`config.mk`:
```
export PLATFORM = sky130hd
export DESIGN_NAME = spwm_gate_gen
export DESIGN_NICKNAME = d
export VERILOG_FILES = /design/src/rtl/spwm_pkg.sv /design/src/rtl/spwm_deadtime.sv /design/src/rtl/spwm_gate_gen.sv
export SDC_FILE = /design/constraint.sdc
export NUM_CORES = 1
export LEC_CHECK = 0
export BUFFER_PORTS_ARGS = -buffer_cell sky130_fd_sc_hd__buf_2
export CAP_MARGIN = 20
export CORE_MARGIN = 4
export CORE_UTILIZATION = 45
export DETAILED_ROUTE_END_ITERATION = 8
export SYNTH_ARGS = -nofsm -noshare
export SYNTH_HDL_FRONTEND = slang
export SYNTH_SLANG_ARGS = --single-unit
```
`constraint.sdc`:
```
create_clock -name i_clk -period 7.7 [get_ports i_clk]
set_clock_uncertainty 0.2 [all_clocks]
set_input_delay 1.925 -clock i_clk [delete_from_list [all_inputs] [get_ports i_clk]]
set_output_delay 1.925 -clock i_clk [all_outputs]
set_load 0.1 [all_outputs]
```
`src/rtl/spwm_pkg.sv`:
```
// -----------------------------------------------------------------------------
// spwm_pkg
// Shared constants and types for the sine-PWM gate generator.
//   CNT_W_DEF       carrier counter / sine magnitude width
//   DT_W_DEF        dead-time counter width (must hold DEAD_CYC_DEF)
//   CARRIER_MAX_DEF carrier peak; equals the LUT peak so full scale = 100 %
//   DEAD_CYC_DEF    dead-time length in clock cycles (>= 1)
//   dt_state_t      per-leg dead-time FSM state
// -----------------------------------------------------------------------------
package spwm_pkg;

    localparam int CNT_W_DEF       = 12;
    localparam int DT_W_DEF        = 4;
    localparam int CARRIER_MAX_DEF = 3906;
    localparam int DEAD_CYC_DEF    = 8;

    typedef enum logic [1:0] {
        DT_OFF = 2'd0,
        DT_DT  = 2'd1,
        DT_HI  = 2'd2,
        DT_LO  = 2'd3
    } dt_state_t;

endpackage : spwm_pkg

```
`src/rtl/spwm_deadtime.sv`:
```
// -----------------------------------------------------------------------------
// spwm_deadtime
// One H-bridge leg: turns a PWM demand into complementary high/low gate drives
// with a fixed dead time inserted at every side change.
//   i_clk   system clock
//   i_rst   synchronous active-high reset
//   i_kill  1 = leg forced OFF next cycle (run disabled or fault)
//   i_dem   PWM demand, 1 = high side wanted
//   o_h     high-side gate (registered)
//   o_l     low-side gate (registered)
// -----------------------------------------------------------------------------
module spwm_deadtime
    import spwm_pkg::*;
#(
    parameter int DEAD_CYC = DEAD_CYC_DEF,
    parameter int DT_W     = DT_W_DEF
) (
    input  logic i_clk,
    input  logic i_rst,
    input  logic i_kill,
    input  logic i_dem,
    output logic o_h,
    output logic o_l
);

    localparam logic [DT_W-1:0] DT_ZERO = DT_W'(0);
    localparam logic [DT_W-1:0] DT_ONE  = DT_W'(1);
    localparam logic [DT_W-1:0] DT_LAST = DT_W'(DEAD_CYC - 1);

    dt_state_t       r_state;
    dt_state_t       w_state_nxt;
    logic [DT_W-1:0] r_dt_cnt;
    logic [DT_W-1:0] w_dt_cnt_nxt;
    logic            r_h;
    logic            r_l;

    // Next-state logic; kill overrides every transition.
    always_comb begin
        w_state_nxt  = r_state;
        w_dt_cnt_nxt = r_dt_cnt;
        if (i_kill) begin
            w_state_nxt  = DT_OFF;
            w_dt_cnt_nxt = DT_ZERO;
        end else begin
            case (r_state)
                DT_OFF: begin
                    w_state_nxt  = DT_DT;
                    w_dt_cnt_nxt = DT_ZERO;
                end
                DT_DT: begin
                    // Demand is sampled only at dead-time exit, so a pulse
                    // shorter than the dead time can fall back to the same side.
                    if (r_dt_cnt == DT_LAST) begin
                        w_state_nxt  = i_dem ? DT_HI : DT_LO;
                        w_dt_cnt_nxt = DT_ZERO;
                    end else begin
                        w_state_nxt  = DT_DT;
                        w_dt_cnt_nxt = r_dt_cnt + DT_ONE;
                    end
                end
                DT_HI: begin
                    if (!i_dem) begin
                        w_state_nxt  = DT_DT;
                        w_dt_cnt_nxt = DT_ZERO;
                    end else begin
                        w_state_nxt  = DT_HI;
                        w_dt_cnt_nxt = DT_ZERO;
                    end
                end
                DT_LO: begin
                    if (i_dem) begin
                        w_state_nxt  = DT_DT;
                        w_dt_cnt_nxt = DT_ZERO;
                    end else begin
                        w_state_nxt  = DT_LO;
                        w_dt_cnt_nxt = DT_ZERO;
                    end
                end
                default: begin
                    w_state_nxt  = DT_OFF;
                    w_dt_cnt_nxt = DT_ZERO;
                end
            endcase
        end
    end

    // State, dead-time counter and gate registers; gates are decoded from the
    // next state so they change on the same edge as the state register.
    always_ff @(posedge i_clk) begin
        if (i_rst) begin
            r_state  <= DT_OFF;
            r_dt_cnt <= DT_ZERO;
            r_h      <= 1'b0;
            r_l      <= 1'b0;
        end else begin
            r_state  <= w_state_nxt;
            r_dt_cnt <= w_dt_cnt_nxt;
            r_h      <= (w_state_nxt == DT_HI);
            r_l      <= (w_state_nxt == DT_LO);
        end
    end

    assign o_h = r_h;
    assign o_l = r_l;

endmodule : spwm_deadtime

```
`src/rtl/spwm_gate_gen.sv`:
```
// -----------------------------------------------------------------------------
// spwm_gate_gen
// Sine-PWM gate generator for a unipolar H-bridge. A symmetric triangle
// carrier is compared against the sine magnitude, regular-sampled at every
// carrier trough; each leg gets complementary gates with dead time.
//   i_clk        system clock
//   i_rst        synchronous active-high reset
//   i_en         run enable (0 = carrier parked at 0, all gates off)
//   i_sine_val   sine magnitude from the LUT
//   i_sine_neg   sine polarity, 1 = negative half-cycle
//   o_samp_tick  1-cycle pulse at the carrier trough while enabled
//   o_gate_ah/al leg A high/low gates
//   o_gate_bh/bl leg B high/low gates
// Optional build macro SPWM_FAULT_EN adds:
//   i_fault      fault input, latches o_fault_lat
//   i_fault_clr  clears the latch when i_fault is low
//   o_fault_lat  latched fault, forces both legs OFF
// -----------------------------------------------------------------------------
module spwm_gate_gen
    import spwm_pkg::*;
#(
    parameter int CNT_W       = CNT_W_DEF,
    parameter int CARRIER_MAX = CARRIER_MAX_DEF,
    parameter int DEAD_CYC    = DEAD_CYC_DEF,
    parameter int DT_W        = DT_W_DEF
) (
    input  logic             i_clk,
    input  logic             i_rst,
    input  logic             i_en,
    input  logic [CNT_W-1:0] i_sine_val,
    input  logic             i_sine_neg,
`ifdef SPWM_FAULT_EN
    input  logic             i_fault,
    input  logic             i_fault_clr,
    output logic             o_fault_lat,
`endif
    output logic             o_samp_tick,
    output logic             o_gate_ah,
    output logic             o_gate_al,
    output logic             o_gate_bh,
    output logic             o_gate_bl
);

    localparam logic [CNT_W-1:0] C_ZERO = CNT_W'(0);
    localparam logic [CNT_W-1:0] C_ONE  = CNT_W'(1);
    localparam logic [CNT_W-1:0] C_MAX  = CNT_W'(CARRIER_MAX);

    logic [CNT_W-1:0] r_cnt;
    logic             r_dir_down;
    logic [CNT_W-1:0] r_samp_val;
    logic             r_samp_neg;
    logic             r_dem_a;
    logic             r_dem_b;

    logic [CNT_W-1:0] w_cnt_inc;
    logic [CNT_W-1:0] w_cnt_dec;
    logic             w_trough;
    logic [CNT_W-1:0] w_ref_a;
    logic [CNT_W-1:0] w_ref_b;
    logic             w_fault;
    logic             w_kill;

    assign w_cnt_inc = r_cnt + C_ONE;
    assign w_cnt_dec = r_cnt - C_ONE;
    assign w_trough  = (r_cnt == C_ZERO);

    // Unipolar modulation: only the leg matching the sampled polarity gets a reference.
    assign w_ref_a = r_samp_neg ? C_ZERO : r_samp_val;
    assign w_ref_b = r_samp_neg ? r_samp_val : C_ZERO;

    // Triangle carrier; direction flips on the cycle that reaches the peak or zero.
    always_ff @(posedge i_clk) begin
        if (i_rst) begin
            r_cnt      <= C_ZERO;
            r_dir_down <= 1'b0;
        end else if (!i_en) begin
            r_cnt      <= C_ZERO;
            r_dir_down <= 1'b0;
        end else if (!r_dir_down) begin
            r_cnt      <= w_cnt_inc;
            r_dir_down <= (w_cnt_inc == C_MAX);
        end else begin
            r_cnt      <= w_cnt_dec;
            r_dir_down <= (w_cnt_dec != C_ZERO);
        end
    end

    // Sample-and-hold of the sine magnitude at the carrier trough.
    always_ff @(posedge i_clk) begin
        if (i_rst) begin
            r_samp_val <= C_ZERO;
            r_samp_neg <= 1'b0;
        end else if (i_en && w_trough) begin
            r_samp_val <= i_sine_val;
            r_samp_neg <= i_sine_neg;
        end else begin
            r_samp_val <= r_samp_val;
            r_samp_neg <= r_samp_neg;
        end
    end

    // Registered compare, strict greater-than so ref 0 never demands high.
    always_ff @(posedge i_clk) begin
        if (i_rst) begin
            r_dem_a <= 1'b0;
            r_dem_b <= 1'b0;
        end else begin
            r_dem_a <= (w_ref_a > r_cnt);
            r_dem_b <= (w_ref_b > r_cnt);
        end
    end

`ifdef SPWM_FAULT_EN
    logic r_fault_lat;

    // Fault latch; a live fault takes priority over the clear request.
    always_ff @(posedge i_clk) begin
        if (i_rst) begin
            r_fault_lat <= 1'b0;
        end else if (i_fault) begin
            r_fault_lat <= 1'b1;
        end else if (i_fault_clr) begin
            r_fault_lat <= 1'b0;
        end else begin
            r_fault_lat <= r_fault_lat;
        end
    end

    assign o_fault_lat = r_fault_lat;
    // The raw fault is included so gates drop on the same edge that sets the latch.
    assign w_fault     = i_fault | r_fault_lat;
`else
    assign w_fault     = 1'b0;
`endif

    assign w_kill = ~i_en | w_fault;

    // The tick is suppressed during reset so every output reads 0 there.
    assign o_samp_tick = ~i_rst & i_en & w_trough;

    spwm_deadtime #(
        .DEAD_CYC (DEAD_CYC),
        .DT_W     (DT_W)
    ) u_leg_a (
        .i_clk  (i_clk),
        .i_rst  (i_rst),
        .i_kill (w_kill),
        .i_dem  (r_dem_a),
        .o_h    (o_gate_ah),
        .o_l    (o_gate_al)
    );

    spwm_deadtime #(
        .DEAD_CYC (DEAD_CYC),
        .DT_W     (DT_W)
    ) u_leg_b (
        .i_clk  (i_clk),
        .i_rst  (i_rst),
        .i_kill (w_kill),
        .i_dem  (r_dem_b),
        .o_h    (o_gate_bh),
        .o_l    (o_gate_bl)
    );

endmodule : spwm_gate_gen

```
# Word-level counts from Yosys, hierarchy flattened
# Index checks and enable logic that the tools add are counted.
dict set report op_classes {
  n_addsub 4
  n_lt_le_gt_ge 2
  n_eq_ne 13
  muxes 20
  bitwise_logic 4
  n_reduce_logical 8
}
# op n
set op_table {}
lappend op_table {{$mux 12} 3}
lappend op_table {{$gt 12x12->1} 2}
lappend op_table {{$eq 2x2->1 const B} 8}
lappend op_table {{$mux 2} 8}
lappend op_table {{$pmux 2 s4} 2}
lappend op_table {{$pmux 4 s2} 2}
lappend op_table {{$add 12x1->12 const B} 1}
lappend op_table {{$eq 12x12->1 const B} 1}
lappend op_table {{$logic_not 12->1} 1}
lappend op_table {{$reduce_bool 12->1} 1}
lappend op_table {{$sub 12x1->12 const B} 1}
lappend op_table {{$add 4x1->4 const B} 2}
lappend op_table {{$eq 4x3->1 const B} 2}
lappend op_table {{$mux 4} 2}
lappend op_table {{$reduce_or 3->1} 2}
lappend op_table {{$eq 2x1->1 const B} 2}
lappend op_table {{$logic_not 2->1} 2}
lappend op_table {{$mux 1} 3}
lappend op_table {{$and 1x1->1} 2}
lappend op_table {{$not 1->1} 2}
lappend op_table {{$reduce_or 2->1} 1}
lappend op_table {{$logic_and 1x1->1} 1}
dict set report word_totals {
  register_bits 44
  inputBits 16
  wordCells 65
}

# Logic depth before layout (Yosys ltp)
# Gate-level depths: netlist (run 1).
dict set report logic_depth {
  word_depth 5
  depth_mapped 9
  depth_no_buf 8
}

# By module
# A second synthesis (run 1) with hierarchy kept.
dict set report hier_totals {
  cells_unflattened 344
  hier_area_um2 2935.3
}
# mod instances cells_each area_per_inst_um2
set by_module_without_submodules {}
lappend by_module_without_submodules {spwm_gate_gen 1 280 2212.1}
lappend by_module_without_submodules {spwm_deadtime 2 32 361.6}

# Least setup slack after synthesis (run 1)
# Ideal clock, no wire load.
dict set report synth_timing {
  path_type {input-to-output}
  from {in i_rst}
  to {out o_samp_tick}
  arrival_time_ns 4.178
  path_slack_ns 1.397
  path_stages 2
  n_path_buf 1
  path_cell_list {clkbuf_1 -> nor3_1}
}
dict set report synth_via {
  elab_chain_len 3
}
# item line
set synth_lines {}
lappend synth_lines {{from (decl)} spwm_gate_gen.sv:28} ;# input logic i_rst,
lappend synth_lines {{$not 1->1} spwm_gate_gen.sv:139} ;# assign o_samp_tick = ~i_rst & i_en & w_trough;
lappend synth_lines {{$and 1x1->1 (2 in a row)} spwm_gate_gen.sv:139}
lappend synth_lines {{to (decl)} spwm_gate_gen.sv:37} ;# output logic o_samp_tick,
# No other way between the ends.

# Final worst setup path (run 1)
# Same ends and word-level chain as after synthesis.

==> results.md, run 1 <==
* Status: completed
* Syn Nets at ~380
* Kind of end point of the critical path: output pin
* RSZ-0062 raised after global routing: false
* Worst setup SP type: input port
* Final Hold Fails at 0
* Worst path required time at 5580 ps
* Synth warn at 0
* Leak at roughly 1.3 nW
* Min Hold Slack at 250 ps
* Setup WS pre-CTS at approximately 2800 ps
* TritonCTS Buffers at 5
* Via density at between 5 and 6
* Row count at 28
* Clk Latency, worst-skew pair at 290 ps
* Area Overhead vs Synth at 6.04%
* Final setup fails at 0
* CTS root buf: clkbuf_8
* Initial antenna violation count at 0
* Switching share of power at 0.264
* Clock sink total at 44
* Residual DRC count at 0
* Largest net degree at the start of global routing at 26
* H-tree Lvls at 2
* Port bufs at 20
* Hold Crit Class: reg2reg
* I/O Pins at 21
* EDFF count, synth at 0
* Routed vias at 2232
* Top-area cell type share of the netlist area at 0.313
* Hold_buf cts at 0
* Sequential power share at 0.550
* Die height at 87.1 µm
* Sequential area share after synthesis at 0.313
* Setup bufs post-CTS at 0
* NetSw at around 0.00012 W
* Power share of the clock group at 0.312
* Least-Margin Pin Slew at 880 ps
* Critical path fanouts, max at 18
* Gp weighted congestion at between 0.8 and 0.9
* Avg Cell Area, Syn at roughly 8.4 µm²
* Combinational Power Share at 0.138
* Wire per inst at ~13 µm
* Post-DP HPWL at about 4200 µm
* Top cell type by total area after synthesis: dfxtp_1
* Post-CTS sizing at 0
* Initial DRC count at 140
* CP Class: in2out
* Vias in the first global route at ~2200
* Yosys reg bits at 44
* Final min period at 4920 ps
* TritonCTS clock tree: built
* Fin crit share at 0.638
* Post-synth ARST share at 0
* Die width at about 87 µm
* Total Nets Final at a little under 400
* Share of cells above drive strength 1 at 0.0983
* Routed wire length at around 5500 µm
* Clk slew on worst S/H paths at 80 ps
* Post-Syn Instances at around 330
* PD cells at about 150 nW/µm²
* Synth area leaders: dfxtp_1 (31%), ha_1 (14%), nor2_1 (6.0%)
* Max frequency at between 200 and 250 MHz
* Starting Density at 0.470
* Netlist cell types at 48
* Drt pass-1 iters at 4
* Post-Syn Area at between 2000 and 3000 µm²
* Pint at about 0.00033 W
* Ant diodes at 0
* Fin worst setup slack at ~2800 ps
* Final slew viol count at 0
* Worst EP arrival at about 2800 ps
* Global Route Usage Sum at 0.163
* Post-DRT Antenna Nets at 0
* Ys flop type: dfxtp_1
* Fillers at ~580
* Design area at approximately 3000 µm²
* Final setup TNS at 0 ps
* Slew margin rel. at 0.411
* VDD IR-drop max at 0.108 mV
* Clk buf depth at 2
* Core footprint at 5990 µm²
* Congestion Overflow GR at 0
* Area post-placement at 2910 µm²
* Die ar. at between 7000 and 8000 µm²
* First-pass GRT wire length at around 10000 µm
* Max-cap violations at 0
## logic make-up after synthesis
logic type | count (synthesis) | share of synthesized area
xor+xnor | 20 | 0.0622
mux | 14 | 0.0498
fa+ha+maj | 31 | 0.138
flops | 44 | 0.313
buf+inv | 33 | 0.0613
compound gates | 47 | 0.108
simple gates | 145 | 0.268
## synth_stat cells (2+ instances only)
cell type  count
clkbuf_1       7
a21oi_1       12
dfxtp_1       44
mux2i_1       14
nand3_1       17
clkbuf_8       2
xnor2_1       17
buf_6          3
o31ai_1        2
nand2_1       10
and3_1         2
a31oi_1        7
xor2_1         3
nand2b_1       3
nor3b_1        2
nor3_1        16
or3_1          2
ha_1          31
and2_1        13
nor2_1        45
o21ai_0        8
buf_2          2
inv_1         17
a21o_1         7
nand4_1        8
nor2b_1       18
## power by group through the flow
stage / combinational, W / sequential [W] / clock [W]
finish: 0.0000611 / 0.000243 / 0.000138
global route: 0.0000705 / 0.000246 / 0.000153
CTS: 0.0000624 / 0.000244 / 0.000147
detailed placement: 0.0000619 / 0.000249 / 0
global placement: 0.0000606 / 0.000249 / 0
floorplan: 0.0000496 / 0.000246 / 0
## state kept, by name, indices dropped and copies added, names as in the netlist, 2 cells and up
signal / flops
u_leg_a.r_state: 2
r_samp_val: 12
u_leg_a.r_dt_cnt: 4
u_leg_b.r_state: 2
r_cnt: 12
u_leg_b.r_dt_cnt: 4
## critical path, cell delays in order
cell and delay (ps):
buf_2 210, nor3_1 210, buf_2 450
## cell usage in the layout, fill, tap and decap left out, drive strengths merged, types with 2 or more instances in the layout
cell type  count
xnor2         17
and2          13
buf           20
clkinv         2
a31oi          7
nand4          8
dfxtp         44
mux2i         14
xor2           3
nand2         12
a21oi         12
or3            2
nor3b          2
nand2b         3
a21o           7
nor3          16
and3           2
o31ai          2
nor2          45
o21ai          8
nor2b         18
nand3         17
inv           17
ha            31
clkbuf         5
or4            2
## layer usage
| layer | vias to the layer above | wire, µm | GRT usage |
|---|---|---|---|
| li1 | 1180 | - | - |
| met1 | 1006 | 2710 | 0.222 |
| met2 | 42 | 2520 | 0.262 |
| met3 | 4 | 228 | 0.0293 |
| met4 | 0 | 52 | 0.0488 |
| met5 | - | 0 | 0 |
## area by class of cell
cell class | count | area [µm²] | area share
repair buffers | 20 | 100 | 0.0335
well taps | 75 | 93.8 | 0.0314
multi-input cells | 257 | 1760 | 0.590
inverters | 18 | 67.6 | 0.0226
clock inverters | 2 | 12.5 | 0.00419
flip-flops and latches | 44 | 881 | 0.295
clock buffers | 5 | 68.8 | 0.0230
## through the flow
step / total power (W) / utilization / cells
CTS: 0.000453 / 0.499 / 421
finish: 0.000443 / 0.499 / 421
floorplan: 0.000295 / - / 334
global route: 0.000469 / 0.499 / 421
detailed placement: 0.000311 / 0.485 / 414
global placement: 0.000310 / 0.485 / 414
## worst paths after layout
| path | endpoint | slack [ps] | depth (start not counted) | startpoint |
|---|---|---|---|---|
| worst max-delay path | o_samp_tick | 2780 | 3 | i_rst |
| worst min-delay path | u_leg_b.r_dt_cnt[0] | 250 | 1 | u_leg_b.r_dt_cnt[0] |
| worst max register to register | r_samp_val[11] | 4990 | 4 | r_cnt[5] |
| worst min register to register | u_leg_b.r_dt_cnt[0] | 250 | 1 | u_leg_b.r_dt_cnt[0] |
No activity file was read; power rests on OpenSTA's default activity.
==> run 2, diff against run 1 <==
==> constraint.sdc (replaced) <==
create_clock -name i_clk -period 4.28 [get_ports i_clk]
set_clock_uncertainty 0.2 [all_clocks]
set_input_delay 1.07 -clock i_clk [delete_from_list [all_inputs] [get_ports i_clk]]
set_output_delay 1.07 -clock i_clk [all_outputs]
set_load 0.1 [all_outputs]
==> run 2 against run 1 <==
Compared with the run above: final cell count increased by 0.48%; sequential cell count unchanged; first-iteration DRC count decreased by 3.6%; wire length decreased by 0.18%.
==> results.md, run 2 (synthesis results as in run 1) <==
* Setup bufs post-CTS at 0
* Wire per inst at between 10 and 15 µm
* PD cells at a little under 300 nW/µm²
* Largest regs: r_cnt (12), r_samp_val (12)
* Core footprint at 5990 µm²
* CP Class: in2out
* TritonCTS Buffers at 5
* Leak at about 1.3 nW
* Final min period at approximately 3200 ps
* Worst EP arrival at 1920 ps
* Port bufs at 20
* Gp weighted congestion at a little over 0.8
* Hold depth at 1
* Worst path required time at between 3000 and 4000 ps
* Initial DRC count at between 100 and 150
* Vias in the first global route at roughly 2100
* Via density at 5.24
* Die ar. at approximately 7600 µm²
* Final setup TNS at 0 ps
* Post-DP HPWL at 4180 µm
* Least-Margin Pin Slew at 896 ps
* Highest-count cells in the layout ignoring fill and taps: nor2_1 (45), dfxtp_1 (44), ha_1 (31)
* Max frequency at 313 MHz
* Residual DRC count at 0
* VDD IR-drop max at roughly 0.26 mV
* Post-CTS sizing at 0
* Congestion Overflow GR at 0
* Post-DRT Antenna Nets at 0
* Kind of end point of the critical path: output pin
* R2R cell count at 6
* TritonCTS clock tree: built
* Critical-path cell list: buf_2 > nor3_2 > buf_2
* Clk slew on worst S/H paths at 90 ps
* Routed wire length at 5500 µm
* I/O Pins at 21
* Routed vias at 2215
* Drt pass-1 iters at 4
* Final Hold Fails at 0
* Ant diodes at 0
* Die height at 87.1 µm
* Initial antenna violation count at 0
* Share of cells above drive strength 1 at 0.106
* Max-cap violations at 0
* Fin crit share at 0.746
* Starting Density at 0.470
* Clk Latency, worst-skew pair at approximately 300 ps
* Worst R2R Start: r_cnt[0]
* Largest net degree at the start of global routing at 26
* Clk buf depth at 2
* Final slew viol count at 0
* Reg-to-Reg End: r_dir_down
* Clock sink total at between 40 and 50
* H-tree Lvls at 2
* Commonest non-fill, non-tap cell in the layout: nor2_1
* Critical path fanouts, max at 18
* Final setup fails at 0
* First-pass GRT wire length at roughly 9800 µm
* RSZ-0062 raised after global routing: false
* Hold Crit Class: reg2reg
* Row count at 28
* Hold EP: u_leg_b.r_dt_cnt[0]
* R2R Setup Slk at about 1600 ps
* Most common cell on crit path: buf_2
* Worst setup SP type: input port
* Total Nets Final at 394
* Die width at 87.1 µm
* Area Overhead vs Synth at 7.69%
* Worst Hold Launch: u_leg_b.r_dt_cnt[0]
* Status: completed
* Total Power at 0.000876 W
* Slew margin rel. at 0.401
* CTS root buf: clkbuf_8
* CP max-delay cell: buf_2
* Hold_buf cts at 0
* Global Route Usage Sum at 0.161
* CP max stage delay at 440 ps
## run 2: cell types whose count changed in the layout (fill, tap and decap cells not counted)
cell,before,now
buf_4,0,1
bufinv_16,0,1
clkinv_2,1,0
inv_6,0,1
nor3_1,16,15
nor3_2,0,1
## run 2: worst max path at each step
stage          startpoint          end  slack, ps  depth (start not counted)
6_report            i_rst  o_samp_tick       1090                          3
5_1_grt          r_cnt[3]  o_samp_tick       1050                          4
4_1_cts             i_rst  o_samp_tick       1080                          3
3_5_place_dp        i_rst  o_samp_tick       1070                          3
3_3_place_gp        i_rst  o_samp_tick       1080                          3
2_1_floorplan       i_rst  o_samp_tick        530                          2
## run 2: power breakdown
group          internal, W  total [W]  leakage [nW]  switching, W
clock             0.000176   0.000328        0.0548      0.000152
sequential        0.000423   0.000438         0.358     0.0000154
combinational    0.0000524   0.000110         0.890     0.0000576
total             0.000651   0.000876          1.30      0.000225
## run 2: cell type report
type / count / area (µm²)
Tap cell: 75 / 93.8
Clock inverter: 3 / 46.3
Multi-Input combinational cell: 257 / 1770
Timing Repair Buffer: 21 / 108
Fill cell: 594 / 2960
Inverter: 18 / 67.6
Clock buffer: 5 / 68.8
Sequential cell: 44 / 881
## run 2: metrics by stage
step                cell area, µm²  instances   util  worst slack, ps  hold slack [ps]
floorplan                     2820        334      -              531              218
global placement              2920        415  0.487             1080              232
detailed placement            2920        415  0.487             1070              238
CTS                           3030        423  0.506             1080              257
global route                  3030        423  0.506             1050              279
finish                        3030        423  0.506             1090              257
## run 2: routing by layer
layer / track usage / wire (µm) / part of all wire
met5: 0 / 0 / 0
met4: 0.0558 / 62 / 0.011
met3: 0.0322 / 169 / 0.031
met2: 0.249 / 2450 / 0.45
met1: 0.222 / 2820 / 0.51
## run 2: worst max-delay path: cells and delay by family
kind	cells	cell delay (ps)
buffers and inverters	2	650
and+or+nand+nor	1	200
